===== config.mk =====
export PLATFORM = sky130hd
export DESIGN_NAME = rfmt_control_sequencer
export DESIGN_NICKNAME = d
export VERILOG_FILES = /design/src/rtl/rfmt_control_sequencer.sv
export SDC_FILE = /design/constraint.sdc
export NUM_CORES = 1
export LEC_CHECK = 0
export CORE_MARGIN = 2
export CORE_UTILIZATION = 32
export DETAILED_ROUTE_END_ITERATION = 12
export GPL_ROUTABILITY_DRIVEN = 0
export PLACE_DENSITY = 0.86
export SLEW_MARGIN = 20
export SYNTH_ARGS = -nofsm -noshare
export SYNTH_HDL_FRONTEND = slang
export SYNTH_SLANG_ARGS = --single-unit

===== constraint.sdc =====
create_clock -name Clock -period 3.6 [get_ports Clock]
set_input_delay 0.36 -clock Clock [delete_from_list [all_inputs] [get_ports Clock]]
set_output_delay 0.36 -clock Clock [all_outputs]
set_load 0.02 [all_outputs]

===== src/rtl/rfmt_control_sequencer.sv =====
// Control sequencer for R-format ALU instructions: fetch (T0-T2) then execute
// (T3-T5) on a single-bus datapath, with memory-wait timeout and illegal-opcode trap.
module rfmt_control_sequencer #(
  parameter int DATA_W      = 32,
  parameter int OP_W        = 5,
  parameter int NUM_ROPS    = 12,
  parameter int MEM_TIMEOUT = 15
) (
  input  logic              Clock,
  input  logic              Clear,
  input  logic              start,
  input  logic              mem_ready,
  input  logic [DATA_W-1:0] IR,
  output logic [15:0]       Rin,
  output logic [15:0]       Rout,
  output logic              PCout,
  output logic              MARin,
  output logic              IncPC,
  output logic              PCin,
  output logic              Read,
  output logic              MDRin,
  output logic              MDRout,
  output logic              IRin,
  output logic              Yin,
  output logic              ZHighin,
  output logic              ZLowin,
  output logic              ZLowout,
  output logic [OP_W-1:0]   OP,
  output logic              busy,
  output logic              done,
  output logic              illegal,
  output logic              timeout
);

  localparam int CNT_W = (MEM_TIMEOUT < 2) ? 1 : $clog2(MEM_TIMEOUT + 1);
  localparam logic [CNT_W-1:0] WAIT_LAST = CNT_W'(MEM_TIMEOUT - 1);
  localparam logic [OP_W:0]    NROPS     = (OP_W + 1)'(NUM_ROPS);

  typedef enum logic [2:0] {IDLE, T0, T1, T2, T3, T4, T5, ERR} state_t;

  state_t           state, state_nx;
  logic [CNT_W-1:0] wait_cnt, wait_cnt_nx;
  logic             ill_q, ill_nx, to_q, to_nx;

  logic [OP_W-1:0] opcode;
  logic [3:0]      ra, rb, rc;
  logic            unused_ir;

  assign opcode    = IR[DATA_W-1 -: OP_W];
  assign ra        = IR[DATA_W-OP_W-1 -: 4];
  assign rb        = IR[DATA_W-OP_W-5 -: 4];
  assign rc        = IR[DATA_W-OP_W-9 -: 4];
  assign unused_ir = ^IR[DATA_W-OP_W-13:0];

  always_ff @(posedge Clock or negedge Clear) begin
    if (!Clear) begin
      state    <= IDLE;
      wait_cnt <= '0;
      ill_q    <= 1'b0;
      to_q     <= 1'b0;
    end else begin
      state    <= state_nx;
      wait_cnt <= wait_cnt_nx;
      ill_q    <= ill_nx;
      to_q     <= to_nx;
    end
  end

  // Wait counter is zero outside T1, so "first T1 cycle" is simply wait_cnt == 0.
  always_comb begin
    state_nx    = state;
    wait_cnt_nx = '0;
    ill_nx      = ill_q;
    to_nx       = to_q;
    case (state)
      IDLE: if (start) state_nx = T0;
      T0:   state_nx = T1;
      T1: begin
        if (mem_ready) begin
          state_nx = T2;
        end else if (wait_cnt == WAIT_LAST) begin
          state_nx = ERR;
          to_nx    = 1'b1;
        end else begin
          wait_cnt_nx = wait_cnt + CNT_W'(1);
        end
      end
      T2: begin
        if ({1'b0, opcode} < NROPS) begin
          state_nx = T3;
        end else begin
          state_nx = ERR;
          ill_nx   = 1'b1;
        end
      end
      T3:   state_nx = T4;
      T4:   state_nx = T5;
      T5:   state_nx = IDLE;
      ERR: begin
        if (start) begin
          state_nx = T0;
          ill_nx   = 1'b0;
          to_nx    = 1'b0;
        end
      end
      default: state_nx = IDLE;
    endcase
  end

  always_comb begin
    Rin     = '0;
    Rout    = '0;
    PCout   = 1'b0;
    MARin   = 1'b0;
    IncPC   = 1'b0;
    PCin    = 1'b0;
    Read    = 1'b0;
    MDRin   = 1'b0;
    MDRout  = 1'b0;
    IRin    = 1'b0;
    Yin     = 1'b0;
    ZHighin = 1'b0;
    ZLowin  = 1'b0;
    ZLowout = 1'b0;
    OP      = '0;
    busy    = 1'b0;
    done    = 1'b0;
    illegal = ill_q;
    timeout = to_q;
    case (state)
      T0: begin
        busy  = 1'b1;
        PCout = 1'b1;
        MARin = 1'b1;
        IncPC = 1'b1;
      end
      T1: begin
        busy  = 1'b1;
        Read  = 1'b1;
        MDRin = 1'b1;
        PCin  = (wait_cnt == '0);
      end
      T2: begin
        busy   = 1'b1;
        MDRout = 1'b1;
        IRin   = 1'b1;
      end
      T3: begin
        busy = 1'b1;
        Rout = 16'h0001 << rb;
        Yin  = 1'b1;
      end
      T4: begin
        busy    = 1'b1;
        Rout    = 16'h0001 << rc;
        ZHighin = 1'b1;
        ZLowin  = 1'b1;
        OP      = opcode;
      end
      T5: begin
        busy    = 1'b1;
        ZLowout = 1'b1;
        done    = 1'b1;
        // R0 is hard-wired; its write enable never asserts.
        if (ra != 4'd0) Rin = 16'h0001 << ra;
      end
      default: ;
    endcase
  end

endmodule


# Word-level counts from Yosys, hierarchy flattened
# Cells that the tools add are included.
totals:
  regBits: 9
  inputBits: 36
  output_inout_bits: 53
  elab_cells: 59
op_classes:
  add_sub_neg: 1
  magnitude_cmp: 1
  n_eq_ne: 14
  n_shift: 3
  muxes: 26
  reduce_logical: 10
op_table:
  columns: ["cell", "count"]
  rows:
  - ["$shl A1 B4 Y16 const A", 3]
  - ["$mux W16", 2]
  - ["$pmux W16 S2", 1]
  - ["$pmux W3 S7", 1]
  - ["$eq A3 B3 Y1 const B", 4]
  - ["$mux W1", 12]
  - ["$mux W4", 3]
  - ["$mux W3", 3]
  - ["$ne A2 B2 Y1 const B", 4]
  - ["$eq A3 B2 Y1 const B", 2]
  - ["$reduce_or A6 Y1", 1]
  - ["$lt A5 B4 Y1 const B", 1]
  - ["$mux W5", 1]
  - ["$add A4 B1 Y4 const B", 1]
  - ["$eq A4 B4 Y1 const B", 1]
  - ["$logic_not A4 Y1", 1]
  - ["$pmux W1 S2", 2]
  - ["$reduce_and A4 Y1", 1]
  - ["$reduce_bool A2 Y1", 2]
  - ["$reduce_bool A4 Y1", 1]
  - ["$eq A3 B1 Y1 const B", 1]
  - ["$logic_not A3 Y1", 1]
  - ["$ne A3 B3 Y1 const B", 1]
  - ["$reduce_and A3 Y1", 1]
  - ["4 further kinds", 4]

# Depth between registers and ports, before layout
# Gate-level depths: netlist of run 1.
depth:
  ltp_word: 4
  ltp_mapped: 6
  depth_no_buf: 6

# Worst setup path before layout of run 1
# OpenSTA, ideal clock, no wires.
synth_timing:
  kind: "reg-to-output"
  from: "register state[2]"
  to: "output Rin[8]"
  arrival_time_ps: 1600
  required_ps: 3240
  setup_slack_ps: 1640
  path_stages_with_launch: 6
  n_path_buf: 1
  cell_sequence: "dfrtp_1 -> buf_2 -> nand2_1 -> nor2_2 -> nand3b_1 -> nor3_1"
synth_between:
  elab_chain_len: 2
synth_lines:
  columns: ["item", "line", "source"]
  rows:
  - ["from (decl)", "41", "state_t state, state_nx;"]
  - ["from (signal assigned)", "62", "state <= state_nx;"]
  - ["$eq A3 B3 Y1", "130", "case (state)"]
  - ["$mux W16", "130", null]
  - ["to (decl)", "14", "output logic [15:0] Rin,"]
# No other way between the ends.

# Worst setup path in the final report of run 1
layout_timing:
  from: "register state[0]"
  to: "output Rout[9]"
layout_between:
  elab_chain_len: 2
  elab_cells_between_ends: 3
  classes_between: "eq/ne: 2; mux: 1"
layout_lines:
  columns: ["item", "line", "source"]
  rows:
  - ["$eq A3 B3 Y1", "130", null]
  - ["$pmux W16 S2 *", "130", null]
  - ["to (decl)", "15", "output logic [15:0] Rout,"]
# Mark *: on every way between the ends. The rest lies on a longest branch, timed or not.

==> results of run 1 <==
[logic make-up after synthesis]
group / after synthesis / share of synthesized area [%]
AO/OA/AOI/OAI: 15 / 9.86
XOR/XNOR: 2 / 1.94
adder cells (fa/ha/maj): 3 / 4.17
buffers and inverters: 14 / 9.86
flip-flops: 9 / 25.0
multiplexers: 6 / 6.94
other: 1 / 0.416
AND/OR/NAND/NOR: 79 / 41.8
[worst max-delay path, cell delays in order, from the launching register on]
cell and delay [ns]:
dfrtp_1 0.59, and3b_1 0.48, mux2i_1 0.34, nand2b_1 0.16, nor2_1 0.13, clkdlybuf4s50_1 0.61
[cells in the final DEF, fill, tap and decap left out, drive strengths merged, types with 2 or more instances in the layout]
cell type,Yosys,layout
clkdlybuf4s50,0,72
nor2,39,39
nand2,11,11
dfrtp,9,9
nand2b,6,6
and2,6,6
o21ai,6,6
nor3,5,5
mux2i,4,4
a21oi,4,4
clkbuf,0,4
inv,3,3
nand3,3,3
ha,3,3
mux2,2,2
and3,2,2
nand3b,2,2
a21o,2,2
[area by class of cell]
| class | count | area [µm²] |
|---|---|---|
| Tap cell | 31 | 38.8 |
| Inverter | 3 | 11.3 |
| Fill cell | 258 | 1100 |
| Multi-Input combinational cell | 106 | 587 |
| Sequential cell | 9 | 225 |
| Clock buffer | 4 | 26.3 |
| Timing Repair Buffer | 72 | 721 |
[routing by layer]
metal	routed length [µm]	up-vias	share of wire (%)	GRT usage, %
met2	1220	50	47	28.2
li1	-	556	-	-
met1	1080	467	41	19.5
met4	91	0	3.5	7.64
met5	0	-	0	0
met3	227	10	8.7	3.85
[sequential cells by signal, summed over array words and instances, names as in the netlist]
register	flops
state	3
wait_cnt	4
illegal	1
timeout	1
[how the worst max path moves through the flow]
stage                        start  endpoint  slack [ns]
after detailed placement  state[0]  Rout[10]        0.94
after floorplan           state[2]    Rin[8]        1.64
after global routing      state[0]  Rout[10]        0.47
after global placement    state[0]   Rout[8]        0.95
after CTS                 state[0]  Rout[10]        0.65
final                     state[0]   Rout[9]        0.67
[power by group]
group          total, mW  switching (mW)  internal, mW
clock             0.0764          0.0338        0.0426
combinational      0.554           0.292         0.262
sequential         0.187          0.0600         0.127
total              0.817           0.386         0.431
==> impl_metrics.py, run 1 <==
metrics = {
    "routing": {
        "postRouteAntennaNets": 0,
        "route.detailed.wl_per_inst_um": 11.6,
        "first_iter_violations": 33,
        "drc": 0,
        "wirelength_mm": 2.62,
        "via_count": 1083,
        "drtPass1Iterations": 4,
        "vias_per_cell": 4.81,
    },
    "floorplan": {
        "die-area_mm2": 0.00326,
        "top_level_ports": 89,
        "fp.dieH_um": 57.1,
        "core_area_mm2": 0.00271,
        "num_rows": 19,
        "die_w_um": 57.1,
        "start_util_pct": 33.2,
    },
    "cts": {
        "cts_tree": "done",
        "cts-hold-fix-buffers": 0,
        "clock_latency_ns": 0.26,
        "cts_buffer_depth": 2,
        "cts_made_buffers": 3,
        "ctsResizeCount": 0,
        "cts.sinks": 9,
        "clk_pin_slew_ns": 0.06,
        "clock-root-buffer": "clkbuf_4",
        "postCtsSetupBuffers": 0,
        "htree_num_levels": 1,
    },
    "worst_setup_path": {
        "reg2reg_from": "state[0]",
        "critPathKind": "flop to primary output",
        "r2r_cells": 4,
        "startpoint_type": "flop",
        "required_ns": 3.24,
        "critPathMaxFanout": 13,
        "ff2ff_setup_slack_ns": 1.90,
        "cp-end-kind": "primary output",
        "reg2reg_to": "state[1]",
        "crit_arrival_ns": 2.57,
    },
    "yosys": {
        "synth_fp_nets": 168,
        "seq_area_frac_synth_pct": 25.0,
        "ys_seq_elements": 9,
        "ys.warnings.count": 0,
        "synthTopCellsByCount": "38 x nor2_1, 11 x nand2_1, 9 x buf_4, 9 x dfrtp_1",
        "yosys.area.top_type": "dfrtp_1",
        "ys.flop_type": "dfrtp_1",
        "synthTopCellsByArea": "dfrtp_1 25%, nor2_1 16%, buf_4 7.5%, nand2_1 4.6%, mux2i_1 4.4%",
        "synthCells": 129,
        "synth_most_common_cell": "nor2_1",
        "netlist_area_um2": 901,
        "synth.avg_cell_area_um2": 6.98,
        "synth_edf_count": 0,
        "netlist.area_leader.share_pct": 25.0,
        "ys_types": 31,
        "synth_async_sr_flop_share_pct": 100,
    },
    "global_routing": {
        "grt_pass1_wl_mm": 4.33,
        "track_usage_pct": 16.5,
        "grt_max_degree": 14,
        "grt_pass1_vias": 995,
        "overflow": 0,
        "antenna_found_initial": 0,
    },
    "timing": {
        "post-route-period-util_pct": 81.5,
        "finalCriticalPeriod_ns": 2.93,
        "tns_ns": 0,
        "fmax_mhz": 341,
        "setup_ws_ns": 0.667,
        "holdWs_ns": 0.389,
        "hold_viol_final": 0,
        "drv_slew": 0,
        "rsz0062_at_grt": "no",
        "setup_viol": 0,
        "fin_skew_ns": 0.00655,
    },
    "layout": {
        "instances_no_fill": 225,
        "final_cell_area_mm2": 0.00161,
        "fin_nets": 234,
        "final_util_pct": 59.4,
        "antenna_cells": 0,
        "area_growth_pct": 78.6,
        "drive_above_1_share_pct": 3.61,
    },
    "placement": {
        "hpwl_mm": 2.15,
        "pre_cts_ws_ns": 0.940,
        "place_area_mm2": 0.00158,
        "port_buffers": 72,
        "place_inst": 221,
    },
    "pwr": {
        "total_power_uw": 817,
        "power_density_mw_per_mm2": 508,
        "leakage_nw": 0.611,
        "peakVddDrop_mv": 0.343,
    },
    "job": {
        "maxCapViolCount": 0,
    },
    "worst_hold_path": {
        "hp-class": "input pin to async pin",
    },
    "run_status": {
        "status": "complete, no violations",
    },
}
Power figures use the tool's default switching activity.
==> run 2, diff against run 1 <==
CORE_UTILIZATION = 27   (was 32)
PLACE_DENSITY = 0.78   (was 0.86)
clock period = 2.41 ns   (was 3.6 ns; I/O delays follow)
==> run 2 against run 1 <==
Sequential share of layout area is 0.96 points lower. Largest cell class unchanged. Clock skew is 0.0011 ns lower. Via count is 0.18% lower. Critical path type unchanged. Sequential power is 13% higher. Worst setup slack worse by 0.51 ns. Global-route usage is 2.2 points lower.
==> impl_metrics.py, run 2 (synthesis results as in run 1) <==
metrics = {
    "run_status": {
        "status": "complete, no violations",
    },
    "floorplan": {
        "start_util_pct": 29.0,
        "core_area_mm2": 0.00310,
        "fp.dieH_um": 61.8,
        "die_w_um": 61.8,
        "num_rows": 20,
        "die-area_mm2": 0.00381,
        "top_level_ports": 89,
    },
    "cts": {
        "clock-root-buffer": "clkbuf_4",
        "cts_buffer_depth": 2,
        "cts.sinks": 9,
        "htree_num_levels": 1,
        "cts_made_buffers": 3,
        "cts-hold-fix-buffers": 0,
        "clock_latency_ns": 0.26,
        "cts_tree": "done",
        "clk_pin_slew_ns": 0.06,
    },
    "placement": {
        "port_buffers": 72,
        "place_area_mm2": 0.00163,
        "hpwl_mm": 2.27,
        "pre_cts_ws_ns": 0.173,
        "place_inst": 238,
    },
    "layout": {
        "largest_reg_flops": 4,
        "top_regs": "wait_cnt: 4 flops, state: 3 flops",
        "multi_input_area_um2": 601,
        "regArea_um2": 225,
        "final_cell_mix": "47 x clkdlybuf4s50_1, 38 x nor2_1, 24 x dlymetal6s2s_1, 11 x nand2_1, 9 x dfrtp_1",
        "final_common_cell": "clkdlybuf4s50_1",
        "drive_above_1_share_pct": 7.07,
        "area_growth_pct": 91.8,
        "fin_nets": 238,
        "antenna_cells": 0,
        "instances_no_fill": 242,
        "largest_register": "wait_cnt",
        "fill_cells": 307,
        "final_cell_area_mm2": 0.00173,
        "final_util_pct": 55.7,
    },
    "timing": {
        "fmax_mhz": 445,
        "rsz0062_at_grt": "no",
        "tns_ns": 0,
        "post-route-period-util_pct": 93.3,
        "fin_skew_ns": 0.00547,
        "setup_viol": 0,
        "holdWs_ns": 0.274,
        "finalCriticalPeriod_ns": 2.25,
        "setup_ws_ns": 0.161,
        "hold_viol_final": 0,
        "drv_slew": 0,
    },
    "routing": {
        "first_iter_violations": 33,
        "via_count": 1081,
        "postRouteAntennaNets": 0,
        "drc": 0,
        "drtPass1Iterations": 4,
        "wirelength_mm": 2.83,
        "vias_per_cell": 4.47,
        "route.detailed.wl_per_inst_um": 11.7,
    },
    "worst_setup_path": {
        "critical_path.cell_chain": "buf_4 > nand2_1 > nor2_4 > nand3_1 > nor2_1 > clkdlybuf4s50_1",
        "crit_arrival_ns": 2.01,
        "crit_buf_inv": 2,
        "critPathKind": "flop to primary output",
        "cp.depth": 6,
        "cp-end-kind": "primary output",
        "critical_path.max_stage_delay_ns": 0.62,
        "required_ns": 2.17,
        "startpoint_type": "flop",
        "cpMaxStageDelayCell": "clkdlybuf4s50_1",
        "path_delay_family": "buffers and inverters",
        "r2r_cells": 5,
        "critPathMaxFanout": 11,
    },
    "global_routing": {
        "overflow": 0,
        "grt_pass1_wl_mm": 4.20,
        "grt_max_degree": 13,
        "grt_pass1_vias": 986,
        "track_usage_pct": 14.3,
        "antenna_found_initial": 0,
    },
    "job": {
        "maxCapViolCount": 0,
    },
    "pwr": {
        "peakVddDrop_mv": 0.440,
        "leakage_nw": 1.09,
        "power_density_mw_per_mm2": 743,
        "total_power_mw": 1.28,
    },
    "worst_hold_path": {
        "hp-class": "input pin to async pin",
    },
}
[run 2: cell types whose count changed in the layout (fill, tap and decap cells not counted), moves of 2 or more]
cell | before | now
clkdlybuf4s50_1 | 72 | 47
buf_4 | 0 | 4
mux2i_1 | 4 | 2
mux2i_2 | 0 | 2
dlymetal6s2s_1 | 0 | 24
[run 2: report_power, final]
group	leakage (nW)	internal, mW	switching, mW
Sequential	0.114	0.190	0.0210
Combinational	0.956	0.434	0.522
Clock	0.0150	0.0638	0.0526
Total	1.09	0.688	0.595
[run 2: what timing repair did]
action | in CTS | in global routing
pin swaps | 0 | 0
setup endpoints to repair | 16 | 29
setup buffers | 0 | 0
resized for setup | 4 | 25
[run 2: final timing paths]
path,from,to,slack [ns]
setup / recovery,state[2],Rin[15],0.16
hold / removal,Clear,illegal,0.27
setup reg to reg,state[2],state[1],0.71
hold reg to reg,wait_cnt[0],wait_cnt[0],0.49
max in group asynchronous,Clear,wait_cnt[2],1.85
min in group Clock,wait_cnt[0],wait_cnt[0],0.49
[run 2: worst register-to-register path: cells and delay by family, from the launching register on]
family | cells | cell delay [ns]
buffers and inverters | 1 | 0.17
AO/OA/AOI/OAI | 1 | 0.15
multiplexers | 1 | 0.36
AND/OR/NAND/NOR | 2 | 0.53
flip-flops | 1 | 0.37
[run 2: final cells by class]
type | instances | area share [%]
clock buffer | 4 | 1.52
inverter | 3 | 0.652
multi-input combinational | 106 | 34.8
sequential | 9 | 13.0
tap | 44 | 3.19
timing repair buffer | 76 | 46.9
[run 2: metal layers]
metal / track usage (%) / part of all wire [%] / up-vias / wire length [µm]
li1: - / - / 557 / -
met1: 19.2 / 42 / 480 / 1200
met2: 23.8 / 49 / 40 / 1370
met3: 2.07 / 7.9 / 4 / 224
met4: 4.26 / 0.96 / 0 / 27
met5: 0 / 0 / - / 0
==> run 3, diff against run 2 <==
CTS_BUF_LIST = sky130_fd_sc_hd__clkbuf_4 sky130_fd_sc_hd__clkbuf_8 sky130_fd_sc_hd__clkbuf_16   (was not set)
RECOVER_POWER = 25   (was not set)
==> run 3 against run 2 <==
Fmax is 0.28% higher. Register-to-register slack worse by 0.15 ns. Design area is 0.15% lower. Sequential share of layout area hardly changed. Clock skew hardly changed. Power is 0.41% higher. Highest routed layer unchanged. Critical endpoint unchanged.
==> impl_metrics.py, run 3 (synthesis results as in run 1) <==
metrics = {
    "cts": {
        "cts.sinks": 9,
        "clock-root-buffer": "clkbuf_4",
        "htree_num_levels": 1,
        "clock_latency_ns": 0.26,
        "clk_pin_slew_ns": 0.06,
        "cts_made_buffers": 3,
        "cts_buffer_depth": 2,
        "cts-hold-fix-buffers": 0,
        "cts_tree": "done",
    },
    "global_routing": {
        "overflow": 0,
        "grt_pass1_vias": 986,
        "grt_max_degree": 13,
        "antenna_found_initial": 0,
        "track_usage_pct": 14.3,
        "grt_pass1_wl_mm": 4.20,
    },
    "worst_setup_path": {
        "startpoint_type": "flop",
        "r2r_cells": 5,
        "cp-end-kind": "primary output",
        "path_delay_family": "buffers and inverters",
        "required_ns": 2.17,
        "critical_path.max_stage_delay_ns": 0.62,
        "critPathKind": "flop to primary output",
        "reg2reg_to": "state[1]",
        "ff2ff_setup_slack_ns": 0.56,
        "crit_buf_inv": 2,
        "crit_arrival_ns": 2.00,
        "critPathMaxFanout": 11,
        "critical_path.cell_chain": "buf_4 > nand2_1 > nor2_4 > nand3_1 > nor2_1 > clkdlybuf4s50_1",
        "reg2reg_from": "state[2]",
        "cpMaxStageDelayCell": "clkdlybuf4s50_1",
    },
    "job": {
        "maxCapViolCount": 0,
    },
    "layout": {
        "drive_above_1_share_pct": 7.07,
        "top_regs": "wait_cnt: 4 flops, state: 3 flops",
        "fin_nets": 238,
        "antenna_cells": 0,
        "final_common_cell": "clkdlybuf4s50_1",
        "area_growth_pct": 91.5,
        "instances_no_fill": 242,
        "final_cell_mix": "45 x clkdlybuf4s50_1, 38 x nor2_1, 24 x dlymetal6s2s_1, 11 x nand2_1, 9 x dfrtp_1",
        "largest_reg_flops": 4,
        "final_cell_area_mm2": 0.00173,
        "largest_register": "wait_cnt",
    },
    "pwr": {
        "peakVddDrop_mv": 0.440,
        "leakage_nw": 1.09,
        "total_power_mw": 1.29,
        "power_density_mw_per_mm2": 747,
    },
    "run_status": {
        "status": "complete, no violations",
    },
    "timing": {
        "drv_slew": 0,
        "fin_skew_ns": 0.00574,
        "setup_viol": 0,
        "finalCriticalPeriod_ns": 2.24,
        "tns_ns": 0,
        "rsz0062_at_grt": "no",
        "fmax_mhz": 446,
        "hold_viol_final": 0,
        "post-route-period-util_pct": 93.1,
    },
    "placement": {
        "place_inst": 238,
        "place_area_mm2": 0.00163,
        "port_buffers": 72,
        "hpwl_mm": 2.27,
    },
    "floorplan": {
        "num_rows": 20,
        "die_w_um": 61.8,
        "fp.dieH_um": 61.8,
        "start_util_pct": 29.0,
        "core_area_mm2": 0.00310,
        "die-area_mm2": 0.00381,
        "top_level_ports": 89,
    },
    "routing": {
        "first_iter_violations": 28,
        "postRouteAntennaNets": 0,
        "via_count": 1075,
        "wirelength_mm": 2.81,
        "vias_per_cell": 4.44,
        "drtPass1Iterations": 4,
        "route.detailed.wl_per_inst_um": 11.6,
        "drc": 0,
    },
    "worst_hold_path": {
        "hp-class": "input pin to async pin",
    },
}
-- run 3: cell count changes in the layout (fill, tap and decap cells not counted) --
cell	change
clkdlybuf4s50_1	-2
dlygate4sd3_1	+2
and2_0	+1
and2_1	-1
clkbuf_1	-1
clkbuf_4	+1
nor4b_1	+1
nor4b_2	-1
-- run 3: how the worst max path moves through the flow --
stage,start,endpoint,slack [ns],depth (start not counted)
floorplan,state[2],Rin[8],0.57,5
global placement,IR[26],Rin[2],0.18,4
detailed placement,IR[26],Rin[2],0.17,4
CTS,state[1],Rout[11],0.004,5
global route,state[1],Rin[15],0.01,6
finish,state[2],Rin[15],0.17,6
-- run 3: per-stage QoR --
stage                     util, %  hold WS, ns  setup WS, ns
final                        55.6        0.344         0.167
after global routing         55.6        0.363        0.0132
after CTS                    53.7        0.287       0.00360
after detailed placement     52.5        0.477         0.173
after global placement       52.5        0.475         0.179
after floorplan                 -      -0.0546         0.569
-- run 3: layer usage --
| layer | track usage (%) | up-vias | wire (µm) |
|---|---|---|---|
| met5 | 0 | - | 0 |
| met4 | 4.26 | 0 | 27 |
| met3 | 2.07 | 4 | 220 |
| met2 | 23.8 | 38 | 1350 |
| met1 | 19.2 | 476 | 1210 |
| li1 | - | 557 | - |
-- run 3: timing repair --
item,in CTS,in global routing
buffers inserted,0,0
setup endpoints to repair,16,29
gates resized for setup,4,25
-- run 3: final cells by class --
type,count,area (µm²)
timing repair buffer,76,810
inverter,3,11.3
sequential,9,225
tap,44,55.1
multi-input combinational,106,594
clock buffer,4,30.0
fill,307,1380
-- run 3: power breakdown --
| group | switching, mW | total (mW) | internal [mW] |
|---|---|---|---|
| logic | 0.518 | 0.949 | 0.430 |
| clock network | 0.0534 | 0.128 | 0.0751 |
| registers | 0.0211 | 0.211 | 0.190 |
| total | 0.593 | 1.29 | 0.695 |
